$ cat config.mk
export PLATFORM = sky130hd
export DESIGN_NAME = master_interface
export DESIGN_NICKNAME = d
export VERILOG_FILES = /design/src/rtl/master_interface.sv
export SDC_FILE = /design/constraint.sdc
export NUM_CORES = 1
export LEC_CHECK = 0
export BUFFER_PORTS_ARGS = -buffer_cell sky130_fd_sc_hd__buf_2
export CAP_MARGIN = 0
export CORE_ASPECT_RATIO = 0.5
export CORE_MARGIN = 2
export CORE_UTILIZATION = 53
export CTS_CLUSTER_SIZE = 14
export DETAILED_ROUTE_END_ITERATION = 7
export PLACE_DENSITY = 0.77
export SYNTH_ARGS = -nofsm -noshare
export SYNTH_HDL_FRONTEND = slang
export SYNTH_SLANG_ARGS = --single-unit
$ cat constraint.sdc
create_clock -name clk -period 2 [get_ports clk]
set_input_delay 0.2 -clock clk [delete_from_list [all_inputs] [get_ports clk]]
set_output_delay 0.2 -clock clk [all_outputs]
set_load 0.02 [all_outputs]
$ cat src/rtl/master_interface.sv
// Serial bus master: turns a one-byte read/write request into the start-bit/address/data
// bus protocol, with grant arbitration, slave response handling, split resume and timeouts.
module master_interface #(
  parameter int RESP_TIMEOUT  = 4,
  parameter int SPLIT_TIMEOUT = 64
) (
  input  logic        clk,
  input  logic        reset,
  input  logic        req_valid,
  output logic        req_ready,
  input  logic        req_write,
  input  logic [1:0]  req_slave,
  input  logic [11:0] req_mem_addr,
  input  logic [7:0]  req_wdata,
  output logic [7:0]  rd_data,
  output logic        done,
  output logic        err,
  output logic        bus_request,
  input  logic        bus_grant,
  output logic        master_en,
  output logic        addr,
  output logic        w_data,
  input  logic        r_data,
  input  logic [1:0]  response
);

  localparam logic [1:0] RSP_BUSY = 2'b01;
  localparam logic [1:0] RSP_OK   = 2'b10;
  localparam logic [1:0] RSP_DONE = 2'b11;

  localparam int NW = $clog2(RESP_TIMEOUT) + 1;
  localparam int SW = $clog2(SPLIT_TIMEOUT) + 1;

  typedef enum logic [3:0] {
    IDLE, REQ, SEND_ADDR, WAIT_RESP, SEND_DATA, RECV_DATA, WAIT_DONE, SPLIT_WAIT, ERR
  } state_t;

  state_t         state;
  logic           wr_q;
  logic [14:0]    frame_q;
  logic [7:0]     wdata_q;
  logic [7:0]     shift_q;
  logic [3:0]     bit_cnt;
  logic [NW-1:0]  nak_cnt;
  logic [SW-1:0]  split_cnt;

  always_ff @(posedge clk or negedge reset) begin
    if (!reset) begin
      state       <= IDLE;
      req_ready   <= 1'b1;
      rd_data     <= 8'h00;
      done        <= 1'b0;
      err         <= 1'b0;
      bus_request <= 1'b0;
      master_en   <= 1'b0;
      addr        <= 1'b0;
      w_data      <= 1'b0;
      wr_q        <= 1'b0;
      frame_q     <= '0;
      wdata_q     <= '0;
      shift_q     <= '0;
      bit_cnt     <= '0;
      nak_cnt     <= '0;
      split_cnt   <= '0;
    end else begin
      done <= 1'b0;
      err  <= 1'b0;
      case (state)
        IDLE: begin
          if (req_valid) begin
            wr_q        <= req_write;
            frame_q     <= {req_slave, req_write, req_mem_addr};
            wdata_q     <= req_wdata;
            bus_request <= 1'b1;
            req_ready   <= 1'b0;
            state       <= REQ;
          end
        end
        REQ: begin
          if (bus_grant) begin
            master_en <= 1'b1;
            addr      <= 1'b1;
            bit_cnt   <= '0;
            state     <= SEND_ADDR;
          end
        end
        SEND_ADDR: begin
          if (!bus_grant) begin
            bus_request <= 1'b0;
            master_en   <= 1'b0;
            addr        <= 1'b0;
            state       <= ERR;
          end else if (bit_cnt != 4'd15) begin
            addr    <= frame_q[4'd14 - bit_cnt];
            bit_cnt <= bit_cnt + 4'd1;
          end else begin
            addr    <= 1'b0;
            nak_cnt <= '0;
            state   <= WAIT_RESP;
          end
        end
        WAIT_RESP: begin
          if (!bus_grant) begin
            bus_request <= 1'b0;
            master_en   <= 1'b0;
            state       <= ERR;
          end else if (response == RSP_OK) begin
            bit_cnt <= '0;
            if (wr_q) begin
              w_data <= wdata_q[7];
              state  <= SEND_DATA;
            end else begin
              state  <= RECV_DATA;
            end
          end else if (response == RSP_BUSY) begin
            bus_request <= 1'b0;
            master_en   <= 1'b0;
            split_cnt   <= '0;
            state       <= SPLIT_WAIT;
          end else if (nak_cnt == NW'(RESP_TIMEOUT - 1)) begin
            bus_request <= 1'b0;
            master_en   <= 1'b0;
            state       <= ERR;
          end else begin
            nak_cnt <= nak_cnt + 1'b1;
          end
        end
        SEND_DATA: begin
          if (!bus_grant) begin
            bus_request <= 1'b0;
            master_en   <= 1'b0;
            w_data      <= 1'b0;
            state       <= ERR;
          end else if (bit_cnt != 4'd7) begin
            w_data  <= wdata_q[3'd6 - bit_cnt[2:0]];
            bit_cnt <= bit_cnt + 4'd1;
          end else begin
            w_data  <= 1'b0;
            nak_cnt <= '0;
            state   <= WAIT_DONE;
          end
        end
        RECV_DATA: begin
          if (!bus_grant) begin
            bus_request <= 1'b0;
            master_en   <= 1'b0;
            state       <= ERR;
          end else begin
            shift_q <= {shift_q[6:0], r_data};
            if (bit_cnt == 4'd7) begin
              nak_cnt <= '0;
              state   <= WAIT_DONE;
            end else begin
              bit_cnt <= bit_cnt + 4'd1;
            end
          end
        end
        WAIT_DONE: begin
          if (!bus_grant) begin
            bus_request <= 1'b0;
            master_en   <= 1'b0;
            state       <= ERR;
          end else if (response == RSP_DONE) begin
            if (!wr_q) rd_data <= shift_q;
            done        <= 1'b1;
            bus_request <= 1'b0;
            master_en   <= 1'b0;
            req_ready   <= 1'b1;
            state       <= IDLE;
          end else if (nak_cnt == NW'(RESP_TIMEOUT - 1)) begin
            bus_request <= 1'b0;
            master_en   <= 1'b0;
            state       <= ERR;
          end else begin
            nak_cnt <= nak_cnt + 1'b1;
          end
        end
        SPLIT_WAIT: begin
          // Resume skips the address phase: the slave already holds our frame.
          master_en <= bus_grant;
          if (bus_grant && response == RSP_OK) begin
            bus_request <= 1'b1;
            bit_cnt     <= '0;
            if (wr_q) begin
              w_data <= wdata_q[7];
              state  <= SEND_DATA;
            end else begin
              state  <= RECV_DATA;
            end
          end else if (split_cnt == SW'(SPLIT_TIMEOUT - 1)) begin
            master_en <= 1'b0;
            state     <= ERR;
          end else begin
            split_cnt <= split_cnt + 1'b1;
          end
        end
        ERR: begin
          err         <= 1'b1;
          bus_request <= 1'b0;
          master_en   <= 1'b0;
          addr        <= 1'b0;
          w_data      <= 1'b0;
          req_ready   <= 1'b1;
          state       <= IDLE;
        end
        default: begin
          bus_request <= 1'b0;
          master_en   <= 1'b0;
          addr        <= 1'b0;
          w_data      <= 1'b0;
          req_ready   <= 1'b1;
          state       <= IDLE;
        end
      endcase
    end
  end

endmodule
=== Yosys cells after proc, flatten, opt, wreduce, memory -nomap -nowiden ===
Index checks and enable logic that the tools add are counted.

* Bits in registers: 65
* Bits of input ports: 30
* Output and inout port bits: 15

* Add/sub/neg operators: 5
* Magnitude comparators: 2
* Equality and inequality tests: 44
* Mux-type cells: 90
* Bitwise logic cells: 6
* Reductions and logical operators: 21

{| class="wikitable"
|+ Operator list
! cell !! count
|-
| 4-bit two-way mux || 26
|-
| 2-bit != test, second input constant || 23
|-
| 1-bit two-way mux || 36
|-
| 3-bit two-way mux || 12
|-
| 7-bit two-way mux || 5
|-
| 4-bit case mux with 8 select lines || 1
|-
| 4-bit case mux with 6 select lines || 1
|-
| 4-bit by 3-bit == test with 1-bit output, second input constant || 5
|-
| 4-bit AND reduction || 4
|-
| 3-bit != test, second input constant || 5
|-
| 3-bit case mux with 5 select lines || 1
|-
| 7-bit case mux with 2 select lines || 1
|-
| 1-bit case mux with 6 select lines || 2
|-
| 12-bit AND reduction || 1
|-
| 6-bit AND reduction || 2
|-
| 6-bit OR reduction || 2
|-
| 11-bit AND reduction || 1
|-
| 4-bit by 2-bit == test with 1-bit output, second input constant || 2
|-
| 7-bit by 1-bit adder with 7-bit output, second input constant || 1
|-
| 7-bit by 6-bit == test with 1-bit output, second input constant || 1
|-
| 1-bit NOT || 6
|-
| 1-bit case mux with 3 select lines || 2
|-
| 2-bit AND reduction || 3
|-
| 6-bit nonzero test || 1
|-
| 23 further kinds || 24
|}

=== Logic depth before layout (Yosys ltp) ===
* Depth after elaboration: 6
* Mapped depth: 8

=== Worst setup path before layout ===
Ideal clock, no wire load.

* Path kind: flip-flop to flip-flop
* Start point: register bit_cnt[0]
* End point: register w_data
* Library setup time: 0.104 ns
* Arrival: 1.774 ns
* Required time: 1.896 ns
* Setup slack: 0.122 ns
* Stages on the path, launching flop included: 7
* Path buffers: 1
* Path through: dfrtp_1 -> ha_1 -> buf_2 -> mux4_2 -> mux2i_1 -> or4_1 -> a221oi_1

* Word-level cells in the longest chain between the ends: 6
* Elaborated cells between the ends (all ways): 7
* Classes of those cells: 1 x add/sub; 1 x eq/ne; 5 x mux

{| class="wikitable"
|+ Ends and longest elaborated chain
! item !! line !! source
|-
| start, declared || 43 || <nowiki>logic [3:0] bit_cnt;</nowiki>
|-
| start signal, assigned || 95 || <nowiki>bit_cnt <= bit_cnt + 4'd1;</nowiki>
|-
| start signal, assigned || 136 || <nowiki>bit_cnt <= bit_cnt + 4'd1;</nowiki>
|-
| start signal, assigned || 154 || <nowiki>bit_cnt <= bit_cnt + 4'd1;</nowiki>
|-
| 3-bit subtractor || 135 || <nowiki>w_data <= wdata_q[3'd6 - bit_cnt[2:0]];</nowiki>
|-
| 1-bit binary-select mux with 3-bit select || 135 ||
|-
| 1-bit two-way mux (implied by the code) || 135 ||
|-
| 1-bit two-way mux (*) || 134 || <nowiki>end else if (bit_cnt != 4'd7) begin</nowiki>
|-
| 1-bit two-way mux (*) || 129 || <nowiki>if (!bus_grant) begin</nowiki>
|-
| 1-bit case mux with 4 select lines (*) || 68 || <nowiki>case (state)</nowiki>
|-
| end signal, assigned || 110 || <nowiki>w_data <= wdata_q[7];</nowiki>
|-
| end signal, assigned || 135 ||
|-
| end signal, assigned || 185 || <nowiki>w_data <= wdata_q[7];</nowiki>
|-
| end, declared || 22 || <nowiki>output logic w_data,</nowiki>
|}

Every way passes the cells marked *; elsewhere a longest branch is shown, timed or not. The select of a mux whose other input is x is not followed.
A chain may end at the register's enable or synchronous reset.

=== Worst setup path after layout ===
* Start point: register state[2]
* End point: register state[2]

* Word-level cells in the longest chain between the ends: 5
* Elaborated cells between the ends (all ways): 22
* Classes of those cells: 13 x eq/ne; 7 x mux; 2 x reduce/logical

{| class="wikitable"
|+ Ends and longest elaborated chain
! item !! line !! source
|-
| start, declared || 38 || <nowiki>state_t state;</nowiki>
|-
| start signal, assigned || 49 || <nowiki>state <= IDLE;</nowiki>
|-
| start signal, assigned || 76 || <nowiki>state <= REQ;</nowiki>
|-
| start signal, assigned || 84 || <nowiki>state <= SEND_ADDR;</nowiki>
|-
| 4-bit two-way mux (4 in a row) || -- ||
|-
| 4-bit case mux with 8 select lines || 68 ||
|}

Several ways; a longest one is shown, not always the timed one.

==> reports/metrics.csv <==
stage;metric;value;unit
clock_network;cts.sinks;64;
setup_path;endpoint_kind;register;
finish;diodes;0;
die;ios;45;
yosys;ys_seq_elements;64;
route;drc;0;
clock_network;cts.path.max_buffers;2;
die;rows;21;
power;p_comb_share;42.2;%
yosys;synthTopCellsByArea;dfrtp_1 43%, mux2_4 7.7%, mux2_2 7.3%;
clock_network;clockRootBuffer;clkbuf_16;
setup_path;critPathLaunchType;register;
power;p_int;4.14;mW
timing;finalSetupViolCount;0;
yosys;synthesis.area;3680;um^2
timing;maxSlewHeadroom;61.2;%
setup_path;path_cells;buf_4 -> buf_4 -> and4b_1 -> o311a_1 -> nand2b_1 -> or2_1 -> mux2_2;
clock_network;clk_latency;0.34;ns
power;power_frac_seq;32.0;%
timing;setup_slack;0.0704;ns
setup_path;cp_common_cell;buf_4;
timing;fin_crit;1.93;ns
clock_network;cts_buffers;9;
finish;fin_util;68.3;%
yosys;synth_edf_count;0;
die;start_util;54.9;%
finish;final_nets;440;
setup_path;crit_buf_inv;2;
route;viasPerCell;5.94;
timing;worst_hold_slack;0.0886;ns
grt;track_usage;26.7;%
setup_path;required;2.22;ns
yosys;syn_avg_cell_area;11.2;um^2
power;pwr-share-clk;25.8;%
grt;grt_pass1_wl;15500;um
timing;slew_viol_final;0;
setup_path;cp.arrival;2.15;ns
clock_network;clkSlewWorstSetupHoldPaths;0.06;ns
die;die_w;122;um
timing;rsz0062_at_grt;true;
power;switching_share;34.2;%
power;switchingPower;2.15;mW
placement;place.port_buffers;44;
timing;worst_slew_pin_slew;0.582;ns
power;peakVddDrop;0.920;mV
route;drt-initial-drc-count;187;
setup_path;cpPeakStageDelay;0.45;ns
setup_path;path_max_fanout;7;
grt;grt_antenna_before_repair;0;
finish;drive_above_1_share;42.0;%
placement;gp_congestion;0.973;
yosys;synth.most_common_cell;dfrtp_1;
power;powerDensity;1370;nW/um^2
route;firstDrtPassIters;5;
timing;hold_violations;0;
route;routed_wl;9240;um
grt;grt_max_degree;40;
yosys;syn-num-nets;364;
yosys;ys_seq_area_share;43.5;%
yosys;yosysTopAreaCell;dfrtp_1;
power;leakagePower;2.12;nW
job;maxCapViolCount;0;
yosys;ys_types;64;
yosys;post-synth-top-area-fraction;42.8;%
die;core_area;6700;um^2
placement;place_ws;-0.0165;ns
grt;grt_pass1_vias;3152;
die;fp.dieArea;7670;um^2
route;wire_per_inst;18.4;um
setup_path;critical_path_class;register to register;
yosys;yosys_warnings;0;
clock_network;htreeDepth;3;
yosys;async_flop_share;100;%
power;power;6.29;mW
hold_path;hold_class;input port to register;
die;chipHeight;62.9;um
yosys;syn_inst;329;
clock_network;cts_tree;yes;
timing;finClkSkew;0.00667;ns
placement;hpwlAfterDp;6450;um
timing;period_share;96.5;%
route;ant_nets;0;
route;via_count;2982;
outcome;status;finished clean;
setup_path;critPathSlowestCell;dfrtp_2;
yosys;synth_ff_type;dfrtp_1;
timing;fmaxAchievable;518;MHz
finish;syn_to_final_growth;24.4;%
yosys;ys_top_cells_by_count;63 x dfrtp_1, 24 x mux2_2, 22 x a21oi_1;
grt;gr-total-overflow;0;
setup_path;path_delay_family;simple AND/OR/NAND/NOR gates;
## cell families (layout without fill, tap and decap cells)
family / after synthesis / count (layout) / synth area share (%)
xor gates and xnor gates: 7 / 7 / 1.67
muxes: 53 / 53 / 19.9
DFF: 64 / 64 / 43.5
AOI/OAI and AO/OA: 76 / 76 / 14.1
and+or+nand+nor: 93 / 93 / 14.2
adders and majority gates: 5 / 5 / 1.70
buffers and inverters: 31 / 112 / 4.93
## power groups by stage
stage / combinational, mW / clock (mW) / sequential, mW
CTS: 2.59 / 1.64 / 1.99
detailed placement: 2.52 / 0 / 2.00
global route: 2.87 / 1.72 / 2.06
global placement: 2.47 / 0 / 1.97
floorplan: 1.89 / 0 / 1.93
finish: 2.66 / 1.62 / 2.01
## area by class of cell
class | count | area [um^2]
clock inverters | 5 | 63.8
flip-flops and latches | 64 | 1610
multi-input cells | 234 | 1930
repair buffers | 86 | 577
inverters | 10 | 37.5
well taps | 92 | 115
fillers | 508 | 2120
clock buffers | 11 | 243
## registers in the layout, indices dropped and copies added (netlist names), 3 cells and up
name	cells
wdata_q	8
frame_q	15
rd_data	8
shift_q	8
split_cnt	7
nak_cnt	3
state	4
bit_cnt	4
## worst paths after layout
check	slack [ns]	end	cells after the start	from
setup / recovery	0.07	state[2]	7	state[2]
hold / removal	0.09	frame_q[8]	2	req_mem_addr[8]
setup reg to reg	0.07	state[2]	7	state[2]
hold reg to reg	0.50	rd_data[5]	1	rd_data[5]
max in group asynchronous	0.94	req_ready	3	reset
min in group asynchronous	0.40	wdata_q[6]	2	reset
## worst reg2reg max path, cell delays in order (launching register included)
cell and delay, ns:
dfrtp_2 0.45, buf_4 0.15, buf_4 0.15, and4b_1 0.18, o311a_1 0.17, nand2b_1 0.18, or2_1 0.25, mux2_2 0.28
## stage by stage
stage	cells	setup TNS, ns	area, um^2
floorplan	329	0	3680
global placement	482	0	4200
detailed placement	482	-0.0165	4200
CTS	499	0	4520
global route	502	-0.0409	4580
finish	502	0	4580
## cell usage in the layout (no fill, tap or decap), drive strengths merged, types with 3 or more instances in the layout
cell	synthesis	layout
dfrtp	63	63
nor2	13	13
buf	16	84
nor3	6	6
nand2	16	16
mux2i	4	4
nor2b	11	11
xor2	3	3
xnor2	4	4
and2	7	7
a31o	3	3
a22o	4	4
nand4	3	3
or2	3	3
o21ai	11	11
clkbuf	5	12
ha	5	5
a31oi	6	6
inv	9	11
nand2b	9	9
o22ai	3	3
a21oi	23	23
nand3	10	10
o2bb2ai	3	3
mux2	43	43
mux4	6	6
## per-layer routing
| layer | GRT usage [%] | wire length, um |
|---|---|---|
| met1 | 34.9 | 4060 |
| met2 | 42.0 | 4290 |
| met3 | 8.49 | 688 |
| met4 | 9.48 | 197 |
| met5 | 0 | 0 |
## what timing repair did
action,4_1_cts,5_1_grt
hold endpoints to repair,25,0
hold buffers,1,0
pin swaps,0,4
setup endpoints to repair,7,35
gates resized for setup,3,12
setup buffers,0,3
Power figures use the tool's default switching activity.
